--- config.mk ---
export PLATFORM = sky130hd
export DESIGN_NAME = mem_array_initiator
export DESIGN_NICKNAME = d
export VERILOG_FILES = /design/src/rtl/mem_init_pkg.sv /design/src/rtl/mem_csel_decode.sv /design/src/rtl/mem_array_initiator.sv
export SDC_FILE = /design/constraint.sdc
export NUM_CORES = 1
export LEC_CHECK = 0
export ABC_AREA = 0
export BUFFER_PORTS_ARGS = -buffer_cell sky130_fd_sc_hd__buf_2
export CORE_MARGIN = 4
export CORE_UTILIZATION = 32
export CTS_CLUSTER_SIZE = 40
export DETAILED_ROUTE_END_ITERATION = 8
export SLEW_MARGIN = 20
export SYNTH_ARGS = -nofsm -noshare
export SYNTH_HDL_FRONTEND = slang
export SYNTH_SLANG_ARGS = --single-unit
--- constraint.sdc ---
create_clock -name clk -period 8.3 [get_ports clk]
set_input_delay 0.83 -clock clk [delete_from_list [all_inputs] [get_ports clk]]
set_output_delay 0.83 -clock clk [all_outputs]
set_load 0.02 [all_outputs]
--- src/rtl/mem_init_pkg.sv ---
// Shared constants and FSM state type for the memory-array initiator.
// Default build: rsp_err tied 0; define MEM_INIT_RANGE_CHECK_EN to flag bad banks.
package mem_init_pkg;
  localparam int NUM_BANKS     = 40;
  localparam int BANKS_PER_TOP = 10;
  localparam int BANK_W        = 6;
  localparam int WADDR_W       = 12;
  localparam int DATA_W        = 32;
  localparam int ADDR_W        = BANK_W + WADDR_W;

  typedef enum logic [1:0] {
    IDLE,
    ACCESS,
    RWAIT,
    RSP
  } state_t;
endpackage

--- src/rtl/mem_csel_decode.sv ---
// Combinational bank index to one-hot chip select with range flag.
// Indices at or above N select nothing and clear in_range.
module mem_csel_decode
  import mem_init_pkg::*;
#(
  parameter int N = 40
) (
  input  logic [BANK_W-1:0] idx,
  output logic [N-1:0]      csel,
  output logic              in_range
);

  always_comb begin
    csel     = '0;
    in_range = (int'(idx) < N);
    for (int i = 0; i < N; i++) begin
      if (idx == BANK_W'(i)) csel[i] = 1'b1;
    end
  end

endmodule

--- src/rtl/mem_array_initiator.sv ---
// Single-outstanding request controller for the banked memory array.
// MEM_INIT_RANGE_CHECK_EN: report out-of-range bank indices on rsp_err.
module mem_array_initiator
  import mem_init_pkg::*;
#(
  parameter int RD_LAT    = 1,
  parameter int NUM_BANKS = mem_init_pkg::NUM_BANKS
) (
  input  logic                 clk,
  input  logic                 rst,
  input  logic                 req_valid,
  output logic                 req_ready,
  input  logic                 req_we,
  input  logic [ADDR_W-1:0]    req_addr,
  input  logic [DATA_W-1:0]    req_wdata,
  output logic                 rsp_valid,
  input  logic                 rsp_ready,
  output logic                 rsp_we,
  output logic [DATA_W-1:0]    rsp_rdata,
  output logic                 rsp_err,
  output logic [NUM_BANKS-1:0] mem_csel,
  output logic                 mem_we,
  output logic [WADDR_W-1:0]   mem_w_addr,
  output logic [WADDR_W-1:0]   mem_r_addr,
  output logic [DATA_W-1:0]    mem_w_data,
  input  logic [DATA_W-1:0]    mem_r_data
);

  localparam int CNT_W = (RD_LAT > 1) ? $clog2(RD_LAT) : 1;

  state_t               state;
  logic [CNT_W-1:0]     cnt;
  logic                 we_q;
  logic                 in_range_q;
  logic                 err_q;
  logic [NUM_BANKS-1:0] dec_csel;
  logic                 dec_in_range;

  mem_csel_decode #(
    .N(NUM_BANKS)
  ) u_dec (
    .idx     (req_addr[ADDR_W-1:WADDR_W]),
    .csel    (dec_csel),
    .in_range(dec_in_range)
  );

  assign rsp_err = err_q;

  always_ff @(posedge clk or posedge rst) begin
    if (rst) begin
      state      <= IDLE;
      cnt        <= '0;
      we_q       <= 1'b0;
      in_range_q <= 1'b0;
      err_q      <= 1'b0;
      req_ready  <= 1'b0;
      rsp_valid  <= 1'b0;
      rsp_we     <= 1'b0;
      rsp_rdata  <= '0;
      mem_csel   <= '0;
      mem_we     <= 1'b0;
      mem_w_addr <= '0;
      mem_r_addr <= '0;
      mem_w_data <= '0;
    end else begin
      unique case (state)
        IDLE: begin
          req_ready <= 1'b1;
          if (req_valid && req_ready) begin
            req_ready  <= 1'b0;
            we_q       <= req_we;
            in_range_q <= dec_in_range;
            mem_csel   <= dec_csel;
            mem_we     <= req_we & dec_in_range;
            if (req_we) begin
              mem_w_addr <= req_addr[WADDR_W-1:0];
              mem_w_data <= req_wdata;
            end else begin
              mem_r_addr <= req_addr[WADDR_W-1:0];
            end
            state <= ACCESS;
          end
        end
        ACCESS: begin
          mem_csel   <= '0;
          mem_we     <= 1'b0;
          mem_w_addr <= '0;
          mem_r_addr <= '0;
          mem_w_data <= '0;
          cnt        <= CNT_W'(RD_LAT - 1);
          if (we_q) begin
            rsp_valid <= 1'b1;
            rsp_we    <= 1'b1;
            rsp_rdata <= '0;
`ifdef MEM_INIT_RANGE_CHECK_EN
            err_q     <= ~in_range_q;
`else
            err_q     <= 1'b0;
`endif
            state     <= RSP;
          end else begin
            state <= RWAIT;
          end
        end
        RWAIT: begin
          if (cnt == '0) begin
            // Unselected banks leave mem_r_data floating; never forward it.
            rsp_rdata <= in_range_q ? mem_r_data : '0;
            rsp_valid <= 1'b1;
            rsp_we    <= 1'b0;
`ifdef MEM_INIT_RANGE_CHECK_EN
            err_q     <= ~in_range_q;
`else
            err_q     <= 1'b0;
`endif
            state     <= RSP;
          end else begin
            cnt <= cnt - 1'b1;
          end
        end
        RSP: begin
          if (rsp_ready) begin
            rsp_valid <= 1'b0;
            req_ready <= 1'b1;
            state     <= IDLE;
          end
        end
        default: state <= IDLE;
      endcase
    end
  end

endmodule

[After elaboration in Yosys (flattened, before gate mapping)]
Index checks and enable logic that the tools add are counted.
Operators by class
  mux-type cells: 75
  $lt $le $gt $ge: 1
  reduce and logical (&&, ||, !) cells: 15
  bitwise logic cells: 1
  equal/unequal tests: 48
  $add $sub $neg: 1
Operator list (count)
  2-to-1 mux 32 bit: 5
  one-hot mux 32 bit (2 select lines): 2
  equality test 6 x 5 -> 1 bit, second input constant: 16
  one-hot mux 40 bit (2 select lines): 1
  2-to-1 mux 1 bit: 50
  equality test 6 x 4 -> 1 bit, second input constant: 8
  equality test 6 bit, second input constant: 8
  2-to-1 mux 12 bit: 4
  one-hot mux 12 bit (2 select lines): 2
  2-to-1 mux 40 bit: 1
  equality test 6 x 3 -> 1 bit, second input constant: 4
  equality test 6 x 2 -> 1 bit, second input constant: 2
  inequality test 2 bit, second input constant: 6
  AND reduction 3 bit: 4
  one-hot mux 1 bit (2 select lines): 5
  one-hot mux 2 bit (4 select lines): 1
  equality test 6 x 1 -> 1 bit, second input constant: 1
  logical NOT 6 bit: 1
  less-than comparator 6 bit, second input constant: 1
  2-to-1 mux 2 bit: 3
  AND reduction 2 bit: 3
  nonzero test 2 bit: 3
  equality test 2 bit, second input constant: 2
  AND reduction 4 bit: 1
  other kinds (7): 7
Word-level totals
  input port bits: 87
  register bits: 138
  output and inout bits: 133
  logic and storage cells: 155

[Depth between registers and ports, before layout]
Gate-level depths: netlist of run 1.
  word-level depth: 4
  gate-level depth with buffers: 8
  depth with buffers taken out: 5

[By module]
Synthesis of run 1 repeated with hierarchy kept, for this count alone.
Unflattened totals
  cells, all modules: 481
  area, all modules: 5614.1 sq um
Modules (own cells, without submodules)
  mem_array_initiator: seq. area each 3403.3 sq um, area each 5248.8 sq um, times used 1, cells an instance 416
  mem_csel_decode: seq. area each 0.0 sq um, area each 365.4 sq um, times used 1, cells an instance 65

[Least setup slack after synthesis of run 1]
OpenSTA, ideal clock, no wires.
  kind: input -> register
  start point: input port req_addr[17]
  end point: register mem_csel[24]
  data required time: 8.196 ns
  arrival time: 1.942 ns
  buffers on the path: 1
  slack: 6.254 ns
  cell stages on the path: 4
  setup time: 0.104 ns
  cell sequence: or3b_1 buf_6 or3b_4 o41ai_4
Between the ends
  longest elaborated chain between the ends: 4
Ends and longest elaborated chain
  from (decl): line mem_array_initiator.sv:14  | input logic [ADDR_W-1:0] req_addr,
  equality test 6 x 5 -> 1 bit: line mem_csel_decode.sv:17  | if (idx == BANK_W'(i)) csel[i] = 1'b1;
  2-to-1 mux 1 bit: line mem_csel_decode.sv:17
  2-to-1 mux 40 bit: line mem_array_initiator.sv:69  | if (req_valid && req_ready) begin
  one-hot mux 40 bit (2 select lines): line mem_array_initiator.sv:66  | unique case (state)
  to (signal assigned): line mem_array_initiator.sv:73  | mem_csel <= dec_csel;
  to (decl): line mem_array_initiator.sv:21  | output logic [NUM_BANKS-1:0] mem_csel,
Every way passes these cells. The select of a mux whose other input is x is not followed.
A chain may end at the register's enable or synchronous reset.

[Final worst setup path of run 1]
  start point: register state[0]
  end point: register mem_csel[37]
Between the ends
  longest elaborated chain between the ends: 3
  elaborated cells between the ends (all ways): 6
  classes of those cells: 2 x eq/ne; 1 x mux; 3 x reduce/logical
Ends and longest elaborated chain
  from (decl): line mem_array_initiator.sv:31  | state_t state;
  from (signal assigned): line mem_array_initiator.sv:51  | state <= IDLE;
  from (signal assigned): line mem_array_initiator.sv:81  | state <= ACCESS;
  from (signal assigned): line mem_array_initiator.sv:100  | state <= RSP;
  equality test 2 x 1 -> 1 bit / logical NOT 2 bit (equally long branches): line mem_array_initiator.sv:66
  nonzero test 2 bit (no line) / inequality test 2 bit (equally long branches)
  AND reduction 2 bit (no line)
Several ways; a longest one is shown, not always the timed one.

==> flow_summary.json, run 1 <==
{
  "synth_seq_area_share_pct": 58.00,
  "timing_max_transition_violations_final": 0,
  "fill_cells": 1726,
  "ant_nets": 0,
  "antenna_found_initial": 1,
  "ys_warn_count": 0,
  "r2r_start": "state[0]$_DFFE_PP0P_",
  "cpMostUsedCell": "buf_4",
  "grt_usage_pct": 15.82,
  "rsz0062_at_grt": "no",
  "max-slew-margin-rel_pct": 41.66,
  "synth_top_cell_by_area": "dfrtp_1",
  "clock.fmax_mhz": 346.5,
  "die_y_um": 143.4,
  "final_nets": 833,
  "grt_max_degree": 71,
  "synth_enable_flop_cells": 0,
  "dpl.hpwl_mm": 11.15,
  "cp_slowest_stage_delay_ns": 0.61,
  "post_drt_wl_per_cell_um": 16.47,
  "cts-hold-fix-buffers": 0,
  "clockRootBuffer": "clkbuf_16",
  "cts_htree_levels": 4,
  "r2r_setup_slack_ns": 5.41,
  "synthArstFlopShare_pct": 100.0,
  "worstPathMaxFanout": 33,
  "totalWireLength_mm": 16.20,
  "p_per_area_nw_per_um2": 383.2,
  "clk_path_buf_depth": 2,
  "clk_latency_ns": 0.41,
  "cts_setup_buffers": 0,
  "synth_ff_type": "dfrtp_1",
  "power.leakage_nw": 4.030,
  "mostFrequentLayoutCells": "buf_2, dfrtp_1, nand2_1, nand3_1, o21ai_0",
  "hp-class": "flip-flop to flip-flop",
  "portBuffers": 218,
  "critPathLaunchType": "flip-flop",
  "netlist-cell-type-count": 38,
  "fin_tns_setup_ns": 0,
  "crit_slowest_cell": "nand2b_1",
  "yosysTopAreaCellShare_pct": 58.00,
  "peakVddDrop_uv": 176.9,
  "num_io_pins": 220,
  "status": "completed",
  "drt_iter0_drc": 212,
  "setup_viol": 0,
  "wl_met3_mm": 1.509,
  "critical_path_class": "flip-flop to flip-flop",
  "post_cts_resized": 0,
  "gp_congestion": 0.7721,
  "drive_above_1_share_pct": 37.72,
  "syn2layout_area_growth_pct": 31.62,
  "die_w_um": 143.4,
  "synth_area_leaders": "dfrtp_1, nand3_1, o21ai_0, nand2_1, mux2i_1",
  "critPathArrivalTime_ns": 3.16,
  "grt_pass1_vias": 4871,
  "path_clk_slew_ns": 0.06,
  "fp.dieArea_sq_um": 20570,
  "skew_ns": 0.004849,
  "rows": 49,
  "drc": 0,
  "whs_endpoint": "rsp_rdata[0]$_DFFE_PP0P_",
  "path_cells": "inv_1 -> ha_1 -> buf_4 -> nand2b_1 -> and2_1 -> buf_4 -> o41ai_1",
  "drt-pass1-iter-count": 4,
  "via_count": 4843,
  "syn_avg_cell_area_sq_um": 10.77,
  "pre_cts_slack_ns": 5.398,
  "hold_viol": 0,
  "ys_seq_elements": 136,
  "min_period_over_period_pct": 34.77,
  "met1Wirelength_mm": 7.143,
  "cts_buffers": 17,
  "fin_crit_ns": 2.886,
  "cts_sinks": 136,
  "routed.top_layer": "met4",
  "cp.required_ns": 8.57,
  "r2r-end": "mem_csel[37]$_DFFE_PP0P_",
  "syn_inst": 545,
  "multi_input_area_sq_um": 2242,
  "wl_met2_mm": 7.280,
  "hold_depth": 2,
  "start_util_pct": 32.56,
  "endpoint_kind": "flip-flop",
  "cts_tree": "yes",
  "hp-start": "rsp_rdata[0]$_DFFE_PP0P_",
  "vias_per_cell": 4.922,
  "grt_pass1_wl_mm": 25.88,
  "worstMarginPinSlew_ns": 0.8751,
  "core_area_sq_um": 18020,
  "layout_setup_ws_ns": 5.414,
  "grt.overflow.total": 0,
  "synth_area_sq_um": 5868,
  "ff2ff_path_depth": 7,
  "final_common_cell": "buf_2",
  "drv_cap": 0,
  "final-seq-area_sq_um": 3403,
  "synthesis.nets": 637
}
-- metal layers --
layer / vias to the layer above / track usage (%)
li1: 2326 / -
met1: 2304 / 20.97
met2: 195 / 23.75
met3: 18 / 6.090
met4: 0 / 5.550
met5: - / 0
-- cell usage after synthesis (all sizes together) (3+ instances only) --
cell	instances
nand2	72
clkbuf	36
ha	5
inv	5
buf	15
o21ai	58
nor2	6
nand3	67
o31ai	32
mux2i	24
a21oi	3
nor2b	14
mux2	14
o41ai	10
nand2b	5
and2	3
or3b	4
a22o	21
dfrtp	136
or3	4
-- worst max-delay path, delay by kind of cell (launching register included) --
kind | cells | cell delay [ns]
flip-flops | 1 | 0.45
AND/OR/NAND/NOR | 2 | 1.01
adder cells (fa/ha/maj) | 1 | 0.24
buffers and inverters | 3 | 0.86
AO/OA/AOI/OAI | 1 | 0.16
-- worst max-delay path by stage --
stage	start	endpoint	slack, ns
3_3_place_gp	state[0]$_DFFE_PP0P_	mem_we$_DFFE_PP0P_	5.48
5_1_grt	state[0]$_DFFE_PP0P_	mem_csel[21]$_DFFE_PP0P_	5.10
6_report	state[0]$_DFFE_PP0P_	mem_csel[37]$_DFFE_PP0P_	5.41
3_5_place_dp	state[0]$_DFFE_PP0P_	mem_csel[21]$_DFFE_PP0P_	5.40
2_1_floorplan	rst	in_range_q$_DFFE_PP0P_	3.83
4_1_cts	state[0]$_DFFE_PP0P_	mem_csel[21]$_DFFE_PP0P_	5.39
-- flip-flops by register name, summed over array words and instances, names as in the netlist --
name	flops
rsp_rdata	32
state	2
mem_w_data	32
req_ready	1
in_range_q	1
we_q	1
mem_r_addr	12
mem_w_addr	12
mem_we	1
mem_csel	40
rsp_we	1
rsp_valid	1
-- per-stage QoR --
| stage | power (mW) | hold slack, ns | std cells | utilization [%] | instance area, sq um |
|---|---|---|---|---|---|
| final | 2.959 | 0.4749 | 984 | 42.85 | 7724 |
| after global routing | 3.163 | 0.4977 | 983 | 42.84 | 7721 |
| after CTS | 3.002 | 0.4823 | 982 | 42.82 | 7719 |
| after detailed placement | 2.217 | 0.4697 | 951 | 39.51 | 7122 |
| after global placement | 2.208 | 0.4555 | 951 | 39.50 | 7121 |
| after floorplan | 1.813 | 0.4712 | 545 | - | 5868 |
-- final cells by class --
cell class / count / area share (%)
diodes: 2 / 0.06480
multi-input cells: 353 / 29.03
repair buffers: 228 / 15.10
well taps: 229 / 3.710
clock inverters: 9 / 1.588
clock buffers: 22 / 6.140
flip-flops and latches: 136 / 44.06
inverters: 5 / 0.3078
-- kinds of logic after synthesis --
logic type | count (synthesis) | share of synthesized area (%)
other | 1 | 0.06390
multiplexers | 38 | 6.780
adder cells (fa/ha/maj) | 5 | 1.066
AND/OR/NAND/NOR | 182 | 15.03
flip-flops | 136 | 58.00
buffers and inverters | 56 | 4.030
AO/OA/AOI/OAI | 127 | 15.03
-- power breakdown --
part | internal [mW] | total, mW | switching [mW]
sequential | 0.884 | 1.02 | 0.132
clock | 0.492 | 0.769 | 0.277
combinational | 0.386 | 1.17 | 0.788
total | 1.76 | 2.96 | 1.20
Note: power is estimated with default switching activity, not from simulation.
==> run 2, diff against run 1 <==
Clock period 8.3 ns to 2.6 ns, I/O delays scaled along.
==> run 2 against run 1 <==
  * Core utilization is 0.68 points higher
  * Clock skew is 0.0035 ns higher
  * Global-route usage is 0.095 points lower
  * Clock power grew to 3.4 times the previous value
  * Critical path type unchanged
  * Largest cell class unchanged
  * Highest routed layer unchanged
==> flow_summary.json, run 2 (synthesis gave the netlist of run 1 again) <==
{
  "rsz0062_at_grt": "no",
  "critical_path_class": "flip-flop to flip-flop",
  "drt-pass1-iter-count": 4,
  "post_cts_resized": 0,
  "crit_start": "state[0]$_DFFE_PP0P_",
  "status": "completed",
  "regMostFlops": "mem_csel",
  "power.total_mw": 9.718,
  "critPathLaunchType": "flip-flop",
  "clk_latency_ns": 0.41,
  "skew_ns": 0.008357,
  "cts_tree": "yes",
  "hp-class": "input port to async pin",
  "power.leakage_nw": 4.081,
  "gp_congestion": 0.8271,
  "cts_htree_levels": 4,
  "cp.required_ns": 2.93,
  "post_drt_wl_per_cell_um": 16.34,
  "internal-power_mw": 5.863,
  "drive_above_1_share_pct": 37.94,
  "dpl.hpwl_mm": 11.23,
  "die_y_um": 143.4,
  "wl_met2_mm": 7.350,
  "num_io_pins": 220,
  "antenna_found_initial": 3,
  "endpoint_kind": "flip-flop",
  "peakVddDrop_uv": 552.0,
  "final_common_cell": "buf_2",
  "min_period_over_period_pct": 83.35,
  "r2r_start": "state[0]$_DFFE_PP0P_",
  "reg_top3": "mem_csel x40, mem_w_data x32, rsp_rdata x32",
  "core_area_sq_um": 18020,
  "syn2layout_area_growth_pct": 33.71,
  "wl_met3_mm": 1.203,
  "ant_nets": 0,
  "routed.top_layer": "met4",
  "grt_usage_pct": 15.72,
  "clkPwrFrac_pct": 27.2,
  "critPathArrivalTime_ns": 2.50,
  "clk_path_buf_depth": 2,
  "path_clk_slew_ns": 0.06,
  "final_nets": 838,
  "hold_viol": 0,
  "fin_tns_setup_ns": 0,
  "setup_viol": 0,
  "fin_crit_ns": 2.167,
  "met1Wirelength_mm": 7.259,
  "p_comb_share_pct": 39.4,
  "timing_max_transition_violations_final": 0,
  "via_count": 4850,
  "clock.fmax_mhz": 461.5,
  "largest_reg_flops": 40,
  "p_per_area_nw_per_um2": 1239,
  "portBuffers": 218,
  "totalWireLength_mm": 16.19,
  "grt.overflow.total": 0,
  "grt_max_degree": 137,
  "power_switching_mw": 3.855,
  "worstPathMaxFanout": 23,
  "fp.dieArea_sq_um": 20570,
  "start_util_pct": 32.56,
  "cts_setup_buffers": 0,
  "die_w_um": 143.4,
  "power_frac_seq_pct": 33.4,
  "drt_iter0_drc": 257,
  "drv_cap": 0,
  "worstMarginPinSlew_ns": 0.7993,
  "cts_buffers": 17,
  "max-slew-margin-rel_pct": 46.71,
  "cts-hold-fix-buffers": 0,
  "drc": 0,
  "rows": 49,
  "cts_sinks": 136,
  "grt_pass1_vias": 4869,
  "p_sw_share_pct": 39.67,
  "vias_per_cell": 4.894,
  "clockRootBuffer": "clkbuf_16",
  "grt_pass1_wl_mm": 25.75,
  "mostFrequentLayoutCells": "buf_2, dfrtp_1, nand2_1, nand3_1, o21ai_0"
}
## run 2: through the flow
stage	utilization (%)	std cells	worst slack (ns)	hold slack (ns)	cell area, sq um
2_1_floorplan	-	545	0.6469	0.3960	5872
3_3_place_gp	39.91	956	0.5030	0.4571	7194
3_5_place_dp	39.91	956	0.3974	0.4724	7194
4_1_cts	43.49	988	0.3759	0.05829	7839
5_1_grt	43.53	991	0.2218	0.06125	7846
6_report	43.53	991	0.4330	0.07794	7846
## run 2: layer usage
| layer | GRT usage [%] | vias to the layer above |
|---|---|---|
| met5 | 0 | - |
| met4 | 6.095 | 0 |
| met3 | 4.692 | 24 |
| met2 | 24.02 | 175 |
| met1 | 21.10 | 2311 |
| li1 | - | 2340 |
## run 2: worst max-delay path, cell delays in order, from the launching register on
cell and delay, ns:
dfrtp_1 0.45, inv_1 0.10, ha_1 0.22, buf_4 0.22, nand4_1 0.18, and2_1 0.68
a22o_1 0.24
## run 2: cell type report
class / count / area, sq um
fill: 1780 / 10180
sequential: 136 / 3403
multi-input combinational: 353 / 2241
timing repair buffer: 233 / 1241
clock buffer: 21 / 450.4
tap: 229 / 286.5
clock inverter: 11 / 193.9
inverter: 5 / 22.52
antenna: 3 / 7.507
## run 2: final timing paths
path                                              endpoint  slack (ns)  depth (start not counted)
worst max-delay path            mem_w_data[16]$_DFFE_PP0P_        0.43                          6
worst min-delay path            mem_w_data[13]$_DFFE_PP0P_        0.08                          3
worst max register to register  mem_w_data[16]$_DFFE_PP0P_        0.43                          6
worst min register to register    rsp_rdata[0]$_DFFE_PP0P_        0.48                          2
max in group asynchronous             state[0]$_DFFE_PP0P_        1.99                          3
min in group clk                 mem_w_data[6]$_DFFE_PP0P_        0.08                          2
## run 2: power by group through the flow
| stage | Clock (mW) | Sequential, mW | Combinational, mW |
|---|---|---|---|
| after floorplan | 0 | 4.05 | 1.73 |
| after global routing | 2.82 | 3.34 | 4.25 |
| after CTS | 2.71 | 3.25 | 3.91 |
| after detailed placement | 0 | 3.26 | 3.92 |
| after global placement | 0 | 3.29 | 3.84 |
| final | 2.64 | 3.24 | 3.83 |
==> run 3, diff against run 2 <==
Clock period 2.6 ns to 2.13 ns, I/O delays scaled along.
==> run 3 against run 2 <==
  * Sequential cell count stayed put
  * Critical path depth stayed put
  * Core utilization is 0.13 points higher
  * Maximum frequency is 11% higher
  * Hold slack worse by 0.046 ns
  * Global-route usage is 0.32 points higher
  * Setup slack worse by 0.26 ns
  * Via count is 0.43% higher
  * Total power is 20% higher
  * Count of clock-buffer cells in the layout is 3 higher
  * First-iteration DRC count is 20% lower
  * Largest cell class unchanged
==> flow_summary.json, run 3 (synthesis gave the netlist of run 1 again) <==
{
  "hp-start": "req_wdata[2]",
  "antenna_found_initial": 2,
  "final_nets": 844,
  "hp-class": "input port to flip-flop",
  "clockRootBuffer": "clkbuf_16",
  "clock.fmax_mhz": 512.2,
  "fill_cells": 1788,
  "clk_path_buf_depth": 2,
  "drive_above_1_share_pct": 38.48,
  "portBuffers": 218,
  "drv_cap": 0,
  "grt_max_degree": 65,
  "postPlaceCellArea_sq_um": 7257,
  "clk_latency_ns": 0.41,
  "rsz0062_at_grt": "no",
  "endpoint_kind": "flip-flop",
  "core_area_sq_um": 18020,
  "fin_tns_setup_ns": 0,
  "peakVddDrop_uv": 706.0,
  "drt-pass1-iter-count": 4,
  "die_y_um": 143.4,
  "cts_tree": "yes",
  "critical_path_class": "flip-flop to flip-flop",
  "power.leakage_nw": 4.101,
  "crit_start": "state[0]$_DFFE_PP0P_",
  "mostFrequentLayoutCells": "buf_2, dfrtp_1, nand2_1, nand3_1, o21ai_0",
  "grt_usage_pct": 16.04,
  "hold_viol": 0,
  "vias_per_cell": 4.895,
  "r2r-end": "mem_csel[37]$_DFFE_PP0P_",
  "post_drt_wl_per_cell_um": 16.55,
  "setup_viol": 0,
  "cp.required_ns": 2.41,
  "fin_cells": 995,
  "status": "completed",
  "path_clk_slew_ns": 0.06,
  "final-seq-area_sq_um": 3403,
  "syn2layout_area_growth_pct": 34.12,
  "grt.overflow.total": 0,
  "rows": 49,
  "p_per_area_nw_per_um2": 1483,
  "cts_htree_levels": 4,
  "ant_nets": 0,
  "r2r_setup_slack_ns": 0.18,
  "die_w_um": 143.4,
  "hold_depth": 2,
  "timing_max_transition_violations_final": 0,
  "critPathLaunchType": "flip-flop",
  "final_util_pct": 43.66,
  "crit_end": "mem_csel[37]$_DFFE_PP0P_",
  "final_common_cell": "buf_2",
  "gp_congestion": 0.7950,
  "num_io_pins": 220,
  "reg_top3": "mem_csel x40, mem_w_data x32, rsp_rdata x32",
  "dpl.hpwl_mm": 11.76,
  "drc": 0,
  "cts_setup_buffers": 0,
  "cts_sinks": 136,
  "regMostFlops": "mem_csel",
  "r2r_start": "state[0]$_DFFE_PP0P_",
  "largest_reg_flops": 40,
  "start_util_pct": 32.56,
  "critPathArrivalTime_ns": 2.23,
  "fin_crit_ns": 1.953,
  "totalWireLength_mm": 16.47,
  "post-place-cells": 961,
  "multi_input_area_sq_um": 2242,
  "final_design_area_no_fill_sq_um": 7870,
  "skew_ns": 0.005166,
  "ff2ff_path_depth": 6,
  "fp.dieArea_sq_um": 20570,
  "via_count": 4871,
  "cts_buffers": 17,
  "drt_iter0_drc": 205,
  "grt_pass1_wl_mm": 26.31,
  "worstPathMaxFanout": 41,
  "grt_pass1_vias": 4965,
  "min_period_over_period_pct": 91.67
}
run 3: changes by cell type in the layout (fill, tap and decap cells not counted), moves of 2 or more:
cell       delta
buf_12        +2
inv_6         -2
buf_4         +2
clkbuf_8      +4
bufinv_16     -3
run 3: power by group:
group,internal (mW),leakage [nW],switching [mW]
Sequential,3.44,1.83,0.534
Combinational,1.66,1.98,3.10
Clock,1.87,0.292,1.06
Total,6.97,4.10,4.70
run 3: stage by stage:
stage	hold slack (ns)	power, mW	worst slack, ns
floorplan	0.3490	7.065	0.2239
global placement	0.2338	8.782	0.1959
detailed placement	0.2280	8.841	0.09985
CTS	0.01017	11.84	0.09564
global route	0.01353	12.46	0.01222
finish	0.03211	11.67	0.1775
run 3: how the worst min path moves through the flow:
stage and end:
2_1_floorplan rsp_rdata[0]$_DFFE_PP0P_, 3_3_place_gp mem_r_addr[8]$_DFFE_PP0P_, 3_5_place_dp mem_r_addr[8]$_DFFE_PP0P_, 4_1_cts mem_w_data[2]$_DFFE_PP0P_, 5_1_grt mem_w_data[2]$_DFFE_PP0P_, 6_report mem_w_data[2]$_DFFE_PP0P_
run 3: final cells by class:
| type | instances | area share (%) |
|---|---|---|
| clock inverters | 7 | 1.161 |
| multi-input cells | 353 | 28.49 |
| clock buffers | 24 | 6.375 |
| repair buffers | 239 | 16.74 |
| inverters | 5 | 0.2862 |
| diodes | 2 | 0.06359 |
| well taps | 229 | 3.641 |
| flip-flops and latches | 136 | 43.24 |
run 3: layer usage:
layer  up-vias  wire (um)  GRT usage, %
met4         0        279         5.203
met1      2325       7496         21.86
met3        20       1254         5.058
met5         -          0             0
met2       176       7440         24.44
li1       2350          -             -
run 3: repair_timing:
action                                 in CTS  in global routing
endpoints found under the hold margin      10                  0
setup endpoints to repair                   0                 21
hold buffers                                1                  0
gates resized for setup                     0                  2
run 3: worst max-delay path: stages (launching register included):
cell      delay, ns
dfrtp_1        0.45
inv_1          0.10
ha_1           0.28
nand2b_1       0.21
and2_1         0.18
buf_12         0.18
o41ai_1        0.42
